`src/rtl/types_pkg.sv`:
```
// -----------------------------------------------------------------------------
// types_pkg
// Shared fetch/decode type definitions.
//   fetch_state_t      : fetch front-end state (IDLE, RUN, HALT)
//   NOPE_INSTR_DEFAULT : word shown to decode when no instruction is valid
//   sat_inc32          : saturating 32-bit increment (performance counters)
// -----------------------------------------------------------------------------
package types_pkg;

    typedef enum logic [1:0] {
        IDLE = 2'b00,
        RUN  = 2'b01,
        HALT = 2'b10
    } fetch_state_t;

    localparam logic [31:0] NOPE_INSTR_DEFAULT = 32'h0000_0000;

    function automatic logic [31:0] sat_inc32(input logic [31:0] value);
        if (value == 32'hFFFF_FFFF) begin
            return value;
        end else begin
            return value + 32'd1;
        end
    endfunction

endpackage

```
`src/rtl/instr_fetch_unit_if.sv`:
```
// -----------------------------------------------------------------------------
// instr_fetch_unit_if
// Bundles the instruction-memory request/response bus and the decode-side
// handshake of the fetch unit.
//   master : fetch unit side (drives ImemReq/ImemAddr, Instr/InstrPC/InstrValid,
//            Halted; receives memory responses and decode controls)
//   slave  : environment side (memory + decoder)
// -----------------------------------------------------------------------------
interface instr_fetch_unit_if #(
    parameter int ADDR_WIDTH = 32
);
    logic                  ImemReq;
    logic [ADDR_WIDTH-1:0] ImemAddr;
    logic                  ImemReady;
    logic                  ImemRvalid;
    logic [31:0]           ImemRdata;
    logic [31:0]           Instr;
    logic [ADDR_WIDTH-1:0] InstrPC;
    logic                  InstrValid;
    logic                  InstrReady;
    logic                  Redirect;
    logic [ADDR_WIDTH-1:0] RedirectPC;
    logic                  HaltSignal;
    logic                  Halted;

    modport master (
        output ImemReq, ImemAddr, Instr, InstrPC, InstrValid, Halted,
        input  ImemReady, ImemRvalid, ImemRdata, InstrReady, Redirect,
               RedirectPC, HaltSignal
    );

    modport slave (
        input  ImemReq, ImemAddr, Instr, InstrPC, InstrValid, Halted,
        output ImemReady, ImemRvalid, ImemRdata, InstrReady, Redirect,
               RedirectPC, HaltSignal
    );
endinterface

```
`src/rtl/fetch_fifo.sv`:
```
// -----------------------------------------------------------------------------
// fetch_fifo
// Synchronous prefetch FIFO. Head word/valid come straight from storage
// registers, so a push in cycle N is visible at the head in cycle N+1.
// Ports:
//   clk, rstn              : clock, async active-low reset
//   push, push_data        : write an entry (ignored when full)
//   pop                    : remove head (ignored when empty)
//   flush                  : drop all entries (wins over push/pop)
//   head_data, head_valid  : oldest entry
//   count                  : occupancy
// -----------------------------------------------------------------------------
module fetch_fifo #(
    parameter int WIDTH = 64,
    parameter int DEPTH = 4,
    parameter int CNT_W = $clog2(DEPTH + 1)
) (
    input  logic             clk,
    input  logic             rstn,
    input  logic             push,
    input  logic [WIDTH-1:0] push_data,
    input  logic             pop,
    input  logic             flush,
    output logic [WIDTH-1:0] head_data,
    output logic             head_valid,
    output logic [CNT_W-1:0] count
);
    localparam int               PTR_W   = $clog2(DEPTH);
    localparam logic [CNT_W-1:0] DEPTH_C = CNT_W'(DEPTH);
    localparam logic [CNT_W-1:0] ONE_C   = CNT_W'(32'd1);
    localparam logic [CNT_W-1:0] ZERO_C  = {CNT_W{1'b0}};
    localparam logic [PTR_W-1:0] PTR_ONE = PTR_W'(32'd1);

    logic [WIDTH-1:0] mem_r [DEPTH];
    logic [PTR_W-1:0] wr_ptr_r;
    logic [PTR_W-1:0] rd_ptr_r;
    logic [CNT_W-1:0] count_r;
    logic             push_ok_s;
    logic             pop_ok_s;

    // Qualify push/pop against full/empty.
    always_comb begin
        push_ok_s = push && (count_r != DEPTH_C);
        pop_ok_s  = pop && (count_r != ZERO_C);
    end

    // Storage, pointers and occupancy.
    always_ff @(posedge clk or negedge rstn) begin
        if (!rstn) begin
            for (int i = 0; i < DEPTH; i++) begin
                mem_r[i] <= {WIDTH{1'b0}};
            end
            wr_ptr_r <= {PTR_W{1'b0}};
            rd_ptr_r <= {PTR_W{1'b0}};
            count_r  <= ZERO_C;
        end else if (flush) begin
            wr_ptr_r <= {PTR_W{1'b0}};
            rd_ptr_r <= {PTR_W{1'b0}};
            count_r  <= ZERO_C;
        end else begin
            if (push_ok_s) begin
                mem_r[wr_ptr_r] <= push_data;
                wr_ptr_r        <= wr_ptr_r + PTR_ONE;
            end
            if (pop_ok_s) begin
                rd_ptr_r <= rd_ptr_r + PTR_ONE;
            end
            case ({push_ok_s, pop_ok_s})
                2'b10:   count_r <= count_r + ONE_C;
                2'b01:   count_r <= count_r - ONE_C;
                default: count_r <= count_r;
            endcase
        end
    end

    // Head view and occupancy outputs.
    always_comb begin
        head_data  = mem_r[rd_ptr_r];
        head_valid = (count_r != ZERO_C);
        count      = count_r;
    end

endmodule

```
`src/rtl/instr_fetch_unit.sv`:
```
// -----------------------------------------------------------------------------
// instr_fetch_unit
// Fetch front end: holds the PC, issues in-order instruction-memory requests,
// buffers responses in fetch_fifo and hands one instruction per handshake to
// decode. Redirects flush the FIFO and discard in-flight responses; HaltSignal
// stops further fetching.
// Ports:
//   clk, rstn  : clock, async active-low reset
//   bus        : instr_fetch_unit_if.master (memory bus + decode handshake)
//   FetchCount, BubbleCount : only when FETCH_PERF_EN is defined; saturating
//                counts of popped instructions and empty-head RUN cycles
// Configuration macro: FETCH_PERF_EN
// -----------------------------------------------------------------------------
module instr_fetch_unit
    import types_pkg::*;
#(
    parameter int                    ADDR_WIDTH = 32,
    parameter int                    FIFO_DEPTH = 4,
    parameter logic [ADDR_WIDTH-1:0] RESET_PC   = {ADDR_WIDTH{1'b0}},
    parameter logic [31:0]           NOPE_INSTR = NOPE_INSTR_DEFAULT
) (
    input  logic        clk,
    input  logic        rstn,
    instr_fetch_unit_if.master bus
`ifdef FETCH_PERF_EN
    ,
    output logic [31:0] FetchCount,
    output logic [31:0] BubbleCount
`endif
);
    localparam int                    CW      = $clog2(FIFO_DEPTH + 1);
    localparam int                    CW1     = CW + 1;
    localparam int                    EW      = ADDR_WIDTH + 32;
    localparam logic [CW1-1:0]        DEPTH_L = CW1'(FIFO_DEPTH);
    localparam logic [CW-1:0]         ONE_C   = CW'(32'd1);
    localparam logic [CW-1:0]         ZERO_C  = {CW{1'b0}};
    localparam logic [ADDR_WIDTH-1:0] PC_STEP = ADDR_WIDTH'(32'd4);

    fetch_state_t          state_r;
    fetch_state_t          state_next_s;
    logic [ADDR_WIDTH-1:0] pc_r;
    logic [ADDR_WIDTH-1:0] resp_pc_r;
    logic [ADDR_WIDTH-1:0] redirect_pc_s;
    logic [CW-1:0]         inflight_r;
    logic [CW-1:0]         inflight_next_s;
    logic [CW-1:0]         drop_r;
    logic [CW-1:0]         drop_next_s;
    logic [CW-1:0]         count_s;
    logic                  req_s;
    logic                  accept_s;
    logic                  resp_s;
    logic                  keep_s;
    logic                  pop_s;
    logic [EW-1:0]         head_data_s;
    logic                  head_valid_s;

    fetch_fifo #(
        .WIDTH (EW),
        .DEPTH (FIFO_DEPTH),
        .CNT_W (CW)
    ) u_fifo (
        .clk        (clk),
        .rstn       (rstn),
        .push       (keep_s),
        .push_data  ({resp_pc_r, bus.ImemRdata}),
        .pop        (pop_s),
        .flush      (bus.Redirect),
        .head_data  (head_data_s),
        .head_valid (head_valid_s),
        .count      (count_s)
    );

    // Request issue and response classification. Counting in-flight requests
    // against FIFO space means every response always finds a free slot.
    always_comb begin
        redirect_pc_s = {bus.RedirectPC[ADDR_WIDTH-1:2], 2'b00};
        req_s         = (state_r == RUN) && !bus.Redirect &&
                        (({1'b0, count_s} + {1'b0, inflight_r}) < DEPTH_L);
        accept_s      = req_s && bus.ImemReady;
        resp_s        = bus.ImemRvalid && (inflight_r != ZERO_C);
        keep_s        = resp_s && (drop_r == ZERO_C) && !bus.Redirect;
        pop_s         = head_valid_s && bus.InstrReady;
    end

    // In-flight and discard counters; a redirect marks everything still
    // outstanding after this cycle's accept/response as stale.
    always_comb begin
        inflight_next_s = inflight_r;
        drop_next_s     = drop_r;
        if (accept_s && !resp_s) begin
            inflight_next_s = inflight_r + ONE_C;
        end else if (!accept_s && resp_s) begin
            inflight_next_s = inflight_r - ONE_C;
        end else begin
            inflight_next_s = inflight_r;
        end
        if (bus.Redirect) begin
            drop_next_s = inflight_next_s;
        end else if (resp_s && (drop_r != ZERO_C)) begin
            drop_next_s = drop_r - ONE_C;
        end else begin
            drop_next_s = drop_r;
        end
    end

    // Next-state logic; HALT is only left through reset.
    always_comb begin
        state_next_s = state_r;
        case (state_r)
            IDLE: begin
                if (bus.HaltSignal) begin
                    state_next_s = HALT;
                end else begin
                    state_next_s = RUN;
                end
            end
            RUN: begin
                if (bus.HaltSignal) begin
                    state_next_s = HALT;
                end else begin
                    state_next_s = RUN;
                end
            end
            HALT:    state_next_s = HALT;
            default: state_next_s = IDLE;
        endcase
    end

    // State register.
    always_ff @(posedge clk or negedge rstn) begin
        if (!rstn) begin
            state_r <= IDLE;
        end else begin
            state_r <= state_next_s;
        end
    end

    // Request PC and response PC tracking.
    always_ff @(posedge clk or negedge rstn) begin
        if (!rstn) begin
            pc_r      <= RESET_PC;
            resp_pc_r <= RESET_PC;
        end else if (bus.Redirect) begin
            pc_r      <= redirect_pc_s;
            resp_pc_r <= redirect_pc_s;
        end else begin
            if (accept_s) begin
                pc_r <= pc_r + PC_STEP;
            end
            if (keep_s) begin
                resp_pc_r <= resp_pc_r + PC_STEP;
            end
        end
    end

    // Outstanding-request bookkeeping.
    always_ff @(posedge clk or negedge rstn) begin
        if (!rstn) begin
            inflight_r <= ZERO_C;
            drop_r     <= ZERO_C;
        end else begin
            inflight_r <= inflight_next_s;
            drop_r     <= drop_next_s;
        end
    end

    // Output drive; Instr/InstrPC are masked when the head is empty.
    always_comb begin
        bus.ImemReq    = req_s;
        bus.ImemAddr   = pc_r;
        bus.InstrValid = head_valid_s;
        bus.Halted     = (state_r == HALT) && (inflight_r == ZERO_C);
        if (head_valid_s) begin
            bus.Instr   = head_data_s[31:0];
            bus.InstrPC = head_data_s[EW-1:32];
        end else begin
            bus.Instr   = NOPE_INSTR;
            bus.InstrPC = {ADDR_WIDTH{1'b0}};
        end
    end

`ifdef FETCH_PERF_EN
    logic [31:0] fetch_count_r;
    logic [31:0] bubble_count_r;

    // Saturating fetch/bubble counters, active in RUN only.
    always_ff @(posedge clk or negedge rstn) begin
        if (!rstn) begin
            fetch_count_r  <= 32'd0;
            bubble_count_r <= 32'd0;
        end else if (state_r == RUN) begin
            if (pop_s) begin
                fetch_count_r <= sat_inc32(fetch_count_r);
            end
            if (!head_valid_s) begin
                bubble_count_r <= sat_inc32(bubble_count_r);
            end
        end else begin
            fetch_count_r  <= fetch_count_r;
            bubble_count_r <= bubble_count_r;
        end
    end

    assign FetchCount  = fetch_count_r;
    assign BubbleCount = bubble_count_r;
`endif

endmodule

```
`src/flat_wrapper.sv`:
```
// flat-port wrapper written by rule: the top's interface ports become plain ports
module instr_fetch_unit_flat import types_pkg::*;
#(
    parameter int                    ADDR_WIDTH = 32,
    parameter int                    FIFO_DEPTH = 4,
    parameter logic [ADDR_WIDTH-1:0] RESET_PC   = {ADDR_WIDTH{1'b0}},
    parameter logic [31:0]           NOPE_INSTR = NOPE_INSTR_DEFAULT
)
  (clk, rstn, bus_ImemReq, bus_ImemAddr, bus_Instr, bus_InstrPC, bus_InstrValid, bus_Halted, bus_ImemReady, bus_ImemRvalid, bus_ImemRdata, bus_InstrReady, bus_Redirect, bus_RedirectPC, bus_HaltSignal);
  instr_fetch_unit_if #(.ADDR_WIDTH(ADDR_WIDTH)) bus_i ();
  input  logic clk;
  input  logic rstn;
  output wire logic [$bits(bus_i.ImemReq)-1:0] bus_ImemReq;
  output wire logic [$bits(bus_i.ImemAddr)-1:0] bus_ImemAddr;
  output wire logic [$bits(bus_i.Instr)-1:0] bus_Instr;
  output wire logic [$bits(bus_i.InstrPC)-1:0] bus_InstrPC;
  output wire logic [$bits(bus_i.InstrValid)-1:0] bus_InstrValid;
  output wire logic [$bits(bus_i.Halted)-1:0] bus_Halted;
  input wire logic [$bits(bus_i.ImemReady)-1:0] bus_ImemReady;
  input wire logic [$bits(bus_i.ImemRvalid)-1:0] bus_ImemRvalid;
  input wire logic [$bits(bus_i.ImemRdata)-1:0] bus_ImemRdata;
  input wire logic [$bits(bus_i.InstrReady)-1:0] bus_InstrReady;
  input wire logic [$bits(bus_i.Redirect)-1:0] bus_Redirect;
  input wire logic [$bits(bus_i.RedirectPC)-1:0] bus_RedirectPC;
  input wire logic [$bits(bus_i.HaltSignal)-1:0] bus_HaltSignal;
  assign bus_ImemReq = bus_i.ImemReq;
  assign bus_ImemAddr = bus_i.ImemAddr;
  assign bus_Instr = bus_i.Instr;
  assign bus_InstrPC = bus_i.InstrPC;
  assign bus_InstrValid = bus_i.InstrValid;
  assign bus_Halted = bus_i.Halted;
  assign bus_i.ImemReady = bus_ImemReady;
  assign bus_i.ImemRvalid = bus_ImemRvalid;
  assign bus_i.ImemRdata = bus_ImemRdata;
  assign bus_i.InstrReady = bus_InstrReady;
  assign bus_i.Redirect = bus_Redirect;
  assign bus_i.RedirectPC = bus_RedirectPC;
  assign bus_i.HaltSignal = bus_HaltSignal;
  instr_fetch_unit #(.ADDR_WIDTH(ADDR_WIDTH), .FIFO_DEPTH(FIFO_DEPTH), .RESET_PC(RESET_PC), .NOPE_INSTR(NOPE_INSTR)) u_core (.clk(clk), .rstn(rstn), .bus(bus_i));
endmodule
```
`config.mk`:
```
export PLATFORM = sky130hd
export DESIGN_NAME = instr_fetch_unit_flat
export DESIGN_NICKNAME = d
export VERILOG_FILES = /design/src/rtl/types_pkg.sv /design/src/rtl/instr_fetch_unit_if.sv /design/src/rtl/fetch_fifo.sv /design/src/rtl/instr_fetch_unit.sv /design/src/flat_wrapper.sv
export SDC_FILE = /design/constraint.sdc
export NUM_CORES = 1
export LEC_CHECK = 0
export ABC_AREA = 0
export CORE_MARGIN = 4
export CORE_UTILIZATION = 55
export CTS_BUF_LIST = sky130_fd_sc_hd__clkbuf_4 sky130_fd_sc_hd__clkbuf_8
export CTS_CLUSTER_DIAMETER = 50
export CTS_CLUSTER_SIZE = 16
export DETAILED_ROUTE_END_ITERATION = 8
export PLACE_DENSITY = 0.75
export SYNTH_ARGS = -nofsm -noshare
export SYNTH_HDL_FRONTEND = slang
export SYNTH_SLANG_ARGS = --single-unit
```
`constraint.sdc`:
```
create_clock -name clk -period 7.5 [get_ports clk]
set_input_delay 1.5 -clock clk [delete_from_list [all_inputs] [get_ports clk]]
set_output_delay 1.5 -clock clk [all_outputs]
set_load 0.05 [all_outputs]
```
## Yosys cells after proc, flatten, opt, wreduce, memory -nomap -nowiden

Index checks and enable logic that the tools add are counted.

| word-level totals | value |
|---|---|
| bits in registers | 335 |
| input port bits | 71 |
| output and inout bits | 99 |
| logic and storage cells | 89 |

| cells by class | value |
|---|---|
| add/sub/neg operators | 10 |
| magnitude comparators | 4 |
| eq/ne operators | 5 |
| mux-type cells | 24 |
| bitwise gates (word level) | 3 |
| reductions and logical operators | 31 |

Operators by type and width:

| cell | number |
|---|---|
| $bwmux 256 | 1 |
| $mux 32 | 6 |
| $mux 64 | 3 |
| $bmux 64 s2 | 1 |
| $demux 64 s2 | 1 |
| $add 32x3->32 const B | 2 |
| $mux 3 | 5 |
| $logic_and 1x1->1 | 14 |
| $reduce_bool 3->1 | 4 |
| $mux 2 | 5 |
| $reduce_bool 2->1 | 5 |
| $sub 3x1->3 const B | 3 |
| $add 3x1->3 const B | 2 |
| $ge 3x3->1 const B | 2 |
| $logic_not 3->1 | 2 |
| $not 2->3 | 2 |
| $pmux 3 s2 | 1 |
| $add 2x1->2 const B | 2 |
| $add 3x3->4 | 1 |
| $eq 2x1->1 const B | 2 |
| $eq 2x2->1 const B | 2 |
| $lt 4x3->1 const B | 1 |
| $pmux 2 s2 | 1 |
| $logic_not 1->1 | 3 |
| other kinds (6) | 6 |

## Logic depth before layout (Yosys ltp)

Gate-level depths: netlist (run 1).

| logic depth | value |
|---|---|
| word-level depth | 9 |
| depth in mapped cells | 13 |

## By module

Synthesis (run 1) repeated with hierarchy kept, for this count alone.

| second synthesis, totals | value |
|---|---|
| cell total of the unflattened synthesis | 1195 |
| area total of the unflattened synthesis | 16194.3 um2 |

By module, submodules not included:

| module | instances | cells an instance | area each (um2) | seq. area each (um2) |
|---|---|---|---|---|
| fetch_fifo | 1 | 682 | 11803.8 | 6581.3 |
| instr_fetch_unit | 1 | 513 | 4390.5 | 1701.6 |

## Least setup slack after synthesis (run 1)

No wires, ideal clock.

| timing | value |
|---|---|
| path kind | input -> output |
| start point | input port bus_Redirect |
| end point | output port bus_ImemReq |
| arrival | 2.253 ns |
| slack | 3.747 ns |
| stages on the path | 3 |
| buffers on the path | 1 |
| cells stage by stage | buf_4 nor2b_1 and3_1 |

| between the ends | value |
|---|---|
| longest elaborated chain between the ends | 3 |

RTL lines:

| item | RTL line | RTL |
|---|---|---|
| start: declaration | flat_wrapper.sv:23 | `input wire logic [$bits(bus_i.Redirect)-1:0] bus_Redirect;` |
| $logic_not 1->1 | instr_fetch_unit.sv:77 | `req_s = (state_r == RUN) && !bus.Redirect &&` |
| $logic_and 1x1->1 (2 in series) | instr_fetch_unit.sv:77 |  |
| end: declaration | flat_wrapper.sv:13 | `output wire logic [$bits(bus_i.ImemReq)-1:0] bus_ImemReq;` |

Every way passes these cells.

## Final worst setup path (run 1)

| timing | value |
|---|---|
| start point | register u_core.u_fifo.rd_ptr_r[0] |
| end point | output port bus_InstrPC[14] |

| between the ends | value |
|---|---|
| longest elaborated chain between the ends | 5 |

RTL lines:

| item | RTL line | RTL |
|---|---|---|
| start: declaration | fetch_fifo.sv:36 | `logic [PTR_W-1:0] rd_ptr_r;` |
| start signal: assignment | fetch_fifo.sv:54 | `rd_ptr_r <= {PTR_W{1'b0}};` |
| start signal: assignment | fetch_fifo.sv:58 | `rd_ptr_r <= {PTR_W{1'b0}};` |
| start signal: assignment | fetch_fifo.sv:66 | `rd_ptr_r <= rd_ptr_r + PTR_ONE;` |
| $not 2->3 (not written as such) | fetch_fifo.sv:78 | `head_data = mem_r[rd_ptr_r];` |
| $bmux 64 s2 | fetch_fifo.sv:78 |  |
| $mux 64 (not written as such) (2 in series) | fetch_fifo.sv:78 |  |
| $mux 32 | instr_fetch_unit.sv:173 | `if (head_valid_s) begin` |
| end: declaration | flat_wrapper.sv:16 | `output wire logic [$bits(bus_i.InstrPC)-1:0] bus_InstrPC;` |

Every way passes these cells. The select of a mux whose other input is x is not followed.

==> results by group, run 1 <==
Timing
  – Pins over their slew limit: 0
  – Hold Fails Final Rpt: 0
  – Clock Skew: 0.0279 ns
  – Final period utilization: 0.688
  – TNS Setup: 0 ns
  – Slew HR: 0.240
  – Final min period: 5.16 ns
  – Minimum hold slack: 0.485 ns
  – RSZ-0062 raised after global routing: false
  – Slew of the pin with the lowest slew margin: 1.14 ns
  – # setup viols final: 0
  – Max Fclk: 0.194 GHz

Synth
  – Simple-Gate Fraction of Synth Area: 0.0974
  – Area share of fa/ha/maj cells after synthesis: 0.0117
  – Async set or reset register ratio after synthesis: 1.00
  – Post-Synthesis Cells: 1182
  – Distinct cell type count after synthesis: 50
  – Largest family of logic cells by synthesized area: multiplexers
  – Synthesized cell area: 15600 um^2
  – Mean Syn Cell Area: 13.2 um^2
  – Synth Register Bits: 323
  – Post-synthesis sequential area ratio: 0.519
  – Multiplexer area fraction after synthesis: 0.275
  – Ys Warns: 0
  – Complex-gate fraction of the synthesized area: 0.0436
  – Post-Synth XOR/XNOR Area: 0.0186
  – Main flop type after synthesis: dfrtp_1
  – Number of synthesized flops with an enable pin: 0

Routing
  – DR vias/cell: 5.84
  – Vias: 9990
  – Wire per inst: 19.6 um
  – Initial DRC count: 588
  – DR DRC count: 0
  – Detailed Routing Iterations Pass 1: 6
  – Final wirelength: 33600 um
  – DRT antenna net count: 0

Power
  – Combinational share of power: 0.258
  – P_sw: 1.51 mW
  – Net Sw Frac: 0.322
  – Clock share of power: 0.266
  – PwrDens: 259 nW/um^2
  – Internal Power: 3.17 mW
  – Reg power frac: 0.476
  – Lkg Pwr: 7.90 nW
  – Max IR drop VDD: 125 uV

Layout
  – Layout cell share with drive strength beyond 1: 0.304
  – Layout Cells excl Fill: 1712
  – Area growth, synth to finish: 16.2%
  – Final Core Density: 0.649
  – Cell area after layout: 18100 um^2
  – Antenna diodes: 0
  – Final nets: 1394

Clock tree
  – CTS tree: yes
  – Clock buffer depth: 3
  – Sinks on Clock Net: 323
  – Num CTS Buffers: 37
  – Clock transition at path regs: 0.09 ns
  – Setup bufs post-CTS: 0
  – # resized after CTS: 0
  – Root Driver: clkbuf_8
  – Hold buffers post-CTS: 0
  – Clock latency at the later pin of the worst-skew pair: 0.55 ns
  – H-tree Lvls: 2

Global routing
  – First-pass GRT wire length: 55400 um
  – Largest net degree at the start of global routing: 187
  – Vias in the first global route: 10394
  – Antenna violations before repair: 0
  – GRT overflow: 0
  – Global Route Usage Sum: 0.220

Worst setup path
  – Critical path type: reg -> out
  – Crit start category: flip-flop
  – Worst EP required: 6.00 ns
  – Worst reg-to-reg path cell count: 8
  – Crit-path max FO: 46
  – CP Capture Type: primary output
  – Worst EP arrival: 3.66 ns

Status
  – Status: finished, final reports clean

Floorplan
  – Die area: 31100 um^2
  – Initial Util: 0.559
  – Core box area: 27900 um^2
  – Die X: 176 um
  – Die Y: 176 um
  – Placement row count: 61
  – IO Pins: 170

Hold path
  – Hold Path Stages: 1
  – Hold Crit Class: reg -> reg

Placement
  – Area after DPL: 17300 um^2
  – Dpl hpwl: 21200 um
  – Routability cong.: 0.866
  – Placed Cells: 1648
  – Port Buffers: 163

Job
  – Max-Cap Viols: 0
## final cells by class
cell class | count | area, um^2
Clock buffer | 41 | 564
Clock inverter | 23 | 195
Fill cell | 2079 | 9770
Inverter | 17 | 63.8
Multi-Input combinational cell | 756 | 6970
Sequential cell | 323 | 8090
Tap cell | 378 | 473
Timing Repair Buffer | 174 | 1730
## through the flow
step                total power [mW]  worst slack [ns]
global placement                3.44              2.55
detailed placement              3.48              2.52
floorplan                       3.10              3.75
finish                          4.68              2.34
CTS                             4.74              2.22
global route                    4.93              2.10
## power groups by stage
| stage | clock [mW] | sequential, mW | combinational, mW |
|---|---|---|---|
| after global placement | 0 | 2.25 | 1.19 |
| after detailed placement | 0 | 2.26 | 1.22 |
| after CTS | 1.28 | 2.23 | 1.22 |
| after floorplan | 0 | 2.22 | 0.877 |
| final | 1.24 | 2.23 | 1.21 |
| after global routing | 1.35 | 2.27 | 1.31 |
## registers in the layout, summed over array words and instances, names as in the netlist
name and flops:
u_core.bus.ImemAddr 30, u_core.drop_r 3, u_core.inflight_r 3, u_core.resp_pc_r 30, u_core.state_r 2, u_core.u_fifo.count 3, u_core.u_fifo.mem_r 248, u_core.u_fifo.rd_ptr_r 2
u_core.u_fifo.wr_ptr_r 2
## cell usage in the layout, fill, tap and decap left out, types with 9 or more instances in the layout
master and count:
nor3_1 9, mux2_2 252, mux4_2 62, clkbuf_8 41, ha_1 13, nor2_1 31
and2_1 66, nor4_1 14, clkdlybuf4s50_1 161, o311ai_0 10, a31oi_1 9, xor2_1 9
dfrtp_1 321, o211ai_1 14, o21ai_0 43, nand2_1 57, buf_4 10, nand3_1 38
inv_1 17, nand4_1 22, xnor2_1 24
## Yosys cell counts, types with 6 or more instances
cell type | instances | area (um^2)
dfrtp_1 | 323 | 8080
nand3_1 | 38 | 190
a21oi_1 | 7 | 35.0
buf_2 | 6 | 30.0
nor4_1 | 14 | 87.6
xnor2_1 | 24 | 210
o21ai_0 | 43 | 215
a31oi_1 | 9 | 56.3
o211ai_1 | 14 | 105
nand2_1 | 57 | 214
ha_1 | 13 | 163
nor2b_1 | 7 | 43.8
mux2_2 | 252 | 2840
buf_1 | 9 | 33.8
o311ai_0 | 10 | 87.6
or3_1 | 8 | 50.1
and2_1 | 70 | 438
mux4_2 | 62 | 1400
xor2_1 | 9 | 78.8
nor2_1 | 31 | 116
inv_1 | 17 | 63.8
clkbuf_1 | 41 | 154
nand4_1 | 22 | 138
nor3_1 | 9 | 45.0
buf_4 | 31 | 233
and3_1 | 7 | 43.8
## critical path: stages (launching register included)
cell and delay, ns:
dfrtp_4 1.09, buf_4 0.53, mux4_2 0.55, and2_1 0.16, clkdlybuf4s50_1 0.75
## layer usage
layer  vias to the layer above  routed length (um)  share of wire  GRT usage
met4                         0                 594          0.018     0.0504
li1                       4555                   -              -          -
met5                         -                   0              0          0
met2                       296               15600           0.46      0.350
met1                      5088               15600           0.46      0.326
met3                        51                1810          0.054     0.0332
## worst paths after layout
path	start	end	slack (ns)
max	u_core.u_fifo.rd_ptr_r[0]	bus_InstrPC[14]	2.34
min	u_core.state_r[1]	u_core.state_r[0]	0.48
max reg2reg	u_core.inflight_r[1]	u_core.u_fifo.mem_r[205]	3.62
min reg2reg	u_core.state_r[1]	u_core.state_r[0]	0.48
max in group asynchronous	rstn	u_core.u_fifo.mem_r[253]	5.13
min in group asynchronous	rstn	u_core.u_fifo.mem_r[222]	0.91
## cells by family after synthesis
group           Yosys count
simple gates            281
other cells               1
xor+xnor                 33
compound gates          105
fa+ha+maj                14
mux                     319
flops                   323
buf+inv                 106
(Power assumes the default switching activity.)
==> run 2: changes to the inputs <==
- clock period: 7.5 -> 4.9 ns (I/O delays scaled with it)
==> run 2 against run 1 <==
Power is 58% higher. Clock-buffer cell count up 1. Clock power grew 69%. Non-clock buffer count rose by 12. Global-route usage is 0.48 points higher. Critical path depth stayed put. Combinational power is 56% higher.
==> results by group, run 2 (synthesis gave the netlist of run 1 again) <==
Floorplan
  – IO Pins: 170
  – Die Y: 176 um
  – Die X: 176 um
  – Die area: 31100 um^2
  – Placement row count: 61
  – Core box area: 27900 um^2
  – Initial Util: 0.559

Clock tree
  – Clock buffer depth: 3
  – # resized after CTS: 0
  – Hold buffers post-CTS: 0
  – Sinks on Clock Net: 323
  – Setup bufs post-CTS: 0
  – H-tree Lvls: 2
  – CTS tree: yes
  – Clock transition at path regs: 0.09 ns
  – Root Driver: clkbuf_8
  – Clock latency at the later pin of the worst-skew pair: 0.55 ns
  – Num CTS Buffers: 36

Layout
  – Area growth, synth to finish: 17.9%
  – Commonest non-fill, non-tap cell in the layout: dfrtp_1
  – Final nets: 1405
  – Max FFs per register: 248
  – Layout cell share with drive strength beyond 1: 0.309
  – Most frequent cells in the layout: dfrtp_1, mux2_2, clkdlybuf4s50_1
  – Flip-flop and latch area: 8090 um^2
  – Antenna diodes: 0
  – Fill count: 2102
  – Multi-input gate area: 6970 um^2
  – Biggest register: u_core.u_fifo.mem_r

Timing
  – Final min period: 4.16 ns
  – TNS Setup: 0 ns
  – Pins over their slew limit: 0
  – Hold Fails Final Rpt: 0
  – Slew of the pin with the lowest slew margin: 1.22 ns
  – Slew HR: 0.185
  – RSZ-0062 raised after global routing: false
  – Max Fclk: 0.240 GHz
  – # setup viols final: 0
  – Final WS setup: 0.740 ns
  – Final period utilization: 0.849
  – Clock Skew: 0.0233 ns

Global routing
  – First-pass GRT wire length: 56900 um
  – GR Util met3: 0.0345
  – M2 GR Usage: 0.368
  – Antenna violations before repair: 1
  – GRT overflow: 0
  – Busiest grt layer: met2
  – Vias in the first global route: 10742
  – Global Route Usage Sum: 0.225
  – Largest net degree at the start of global routing: 109
  – GR Util met1: 0.325

Routing
  – Vias: 10134
  – DRT antenna net count: 0
  – Final wirelength: 34000 um
  – Wire per inst: 19.7 um
  – Initial DRC count: 684
  – DR vias/cell: 5.88
  – Detailed Routing Iterations Pass 1: 5
  – DR DRC count: 0

Worst setup path
  – CP Depth: 4
  – Reg-to-reg endpoint: u_core.u_fifo.count[2]
  – CP max stage delay: 0.91 ns
  – CP Capture Type: primary output
  – Crit start category: flip-flop
  – Buf/Inv on CP: 2
  – Worst EP required: 3.92 ns
  – Slowest-stage cell, CP: or3_2
  – Critical path type: reg -> out
  – Crit. Startpoint: u_core.u_fifo.count[1]
  – FF-to-FF Start: u_core.u_fifo.count[1]
  – Worst EP arrival: 3.18 ns
  – CP Cell Sequence: or3_2 -> buf_4 -> and2_1 -> clkdlybuf4s50_1
  – Crit path capture: bus_Instr[15]
  – Crit-path max FO: 49
  – Worst reg-to-reg path cell count: 9
  – R2R Setup Slk: 1.65 ns
  – Top delay family on crit path: simple AND/OR/NAND/NOR gates

Job
  – Max-Cap Viols: 0

Placement
  – Dpl hpwl: 22100 um
  – Worst slack at placement: 1.18 ns
  – Routability cong.: 0.869
  – Port Buffers: 163

Power
  – PwrDens: 402 nW/um^2
  – Power Total: 7.38 mW
  – Max IR drop VDD: 227 uV
  – Lkg Pwr: 8.01 nW

Hold path
  – Hold Crit Class: in -> async

Status
  – Status: finished, final reports clean
## run 2: cell count changes in the layout (fill, tap and decap cells not counted), sizes merged
cell      delta
clkinv       -3
inv          -6
buf         +12
clkbuf       +1
clkinvlp     +2
bufinv       +5
## run 2: worst min-delay path by stage
stage	slack, ns	start	cells past startpoint	end
floorplan	0.43	u_core.state_r[1]	1	u_core.state_r[0]
global placement	0.46	u_core.state_r[1]	1	u_core.state_r[0]
detailed placement	0.48	u_core.state_r[1]	1	u_core.state_r[0]
CTS	0.50	u_core.state_r[1]	1	u_core.state_r[0]
global route	0.52	u_core.u_fifo.mem_r[104]	1	u_core.u_fifo.mem_r[104]
finish	0.47	rstn	1	u_core.u_fifo.mem_r[221]
## run 2: area by class of cell
| class | instances | share of cell area |
|---|---|---|
| Timing Repair Buffer | 186 | 0.104 |
| Sequential cell | 323 | 0.441 |
| Clock inverter | 21 | 0.0160 |
| Inverter | 17 | 0.00348 |
| Clock buffer | 42 | 0.0305 |
| Tap cell | 378 | 0.0258 |
| Multi-Input combinational cell | 756 | 0.380 |
## run 2: where the power goes
group | internal [mW] | total, mW | switching, mW
Sequential | 3.07 | 3.39 | 0.314
Combinational | 0.956 | 1.89 | 0.932
Clock | 1.07 | 2.10 | 1.04
## run 2: worst register-to-register path: cells and delay by family, from the launching register on
kind                       cells  cell delay [ns]
adders and majority gates      1             0.43
DFF                            1             0.46
and+or+nand+nor                6             2.02
AOI/OAI and AO/OA              2             0.29
## run 2: stage by stage
step,area [um^2],instances,utilization,hold slack [ns]
after detailed placement,17500,1660,0.628,0.478
after global routing,18400,1723,0.659,0.515
after floorplan,15600,1185,-,0.432
after global placement,17500,1660,0.628,0.463
final,18400,1723,0.659,0.470
after CTS,18400,1723,0.659,0.505
## run 2: per-layer routing
| metal | vias up | share of wire |
|---|---|---|
| li1 | 4574 | - |
| met1 | 5239 | 0.45 |
| met2 | 288 | 0.48 |
| met3 | 31 | 0.056 |
| met4 | 2 | 0.012 |
| met5 | - | 0.00038 |
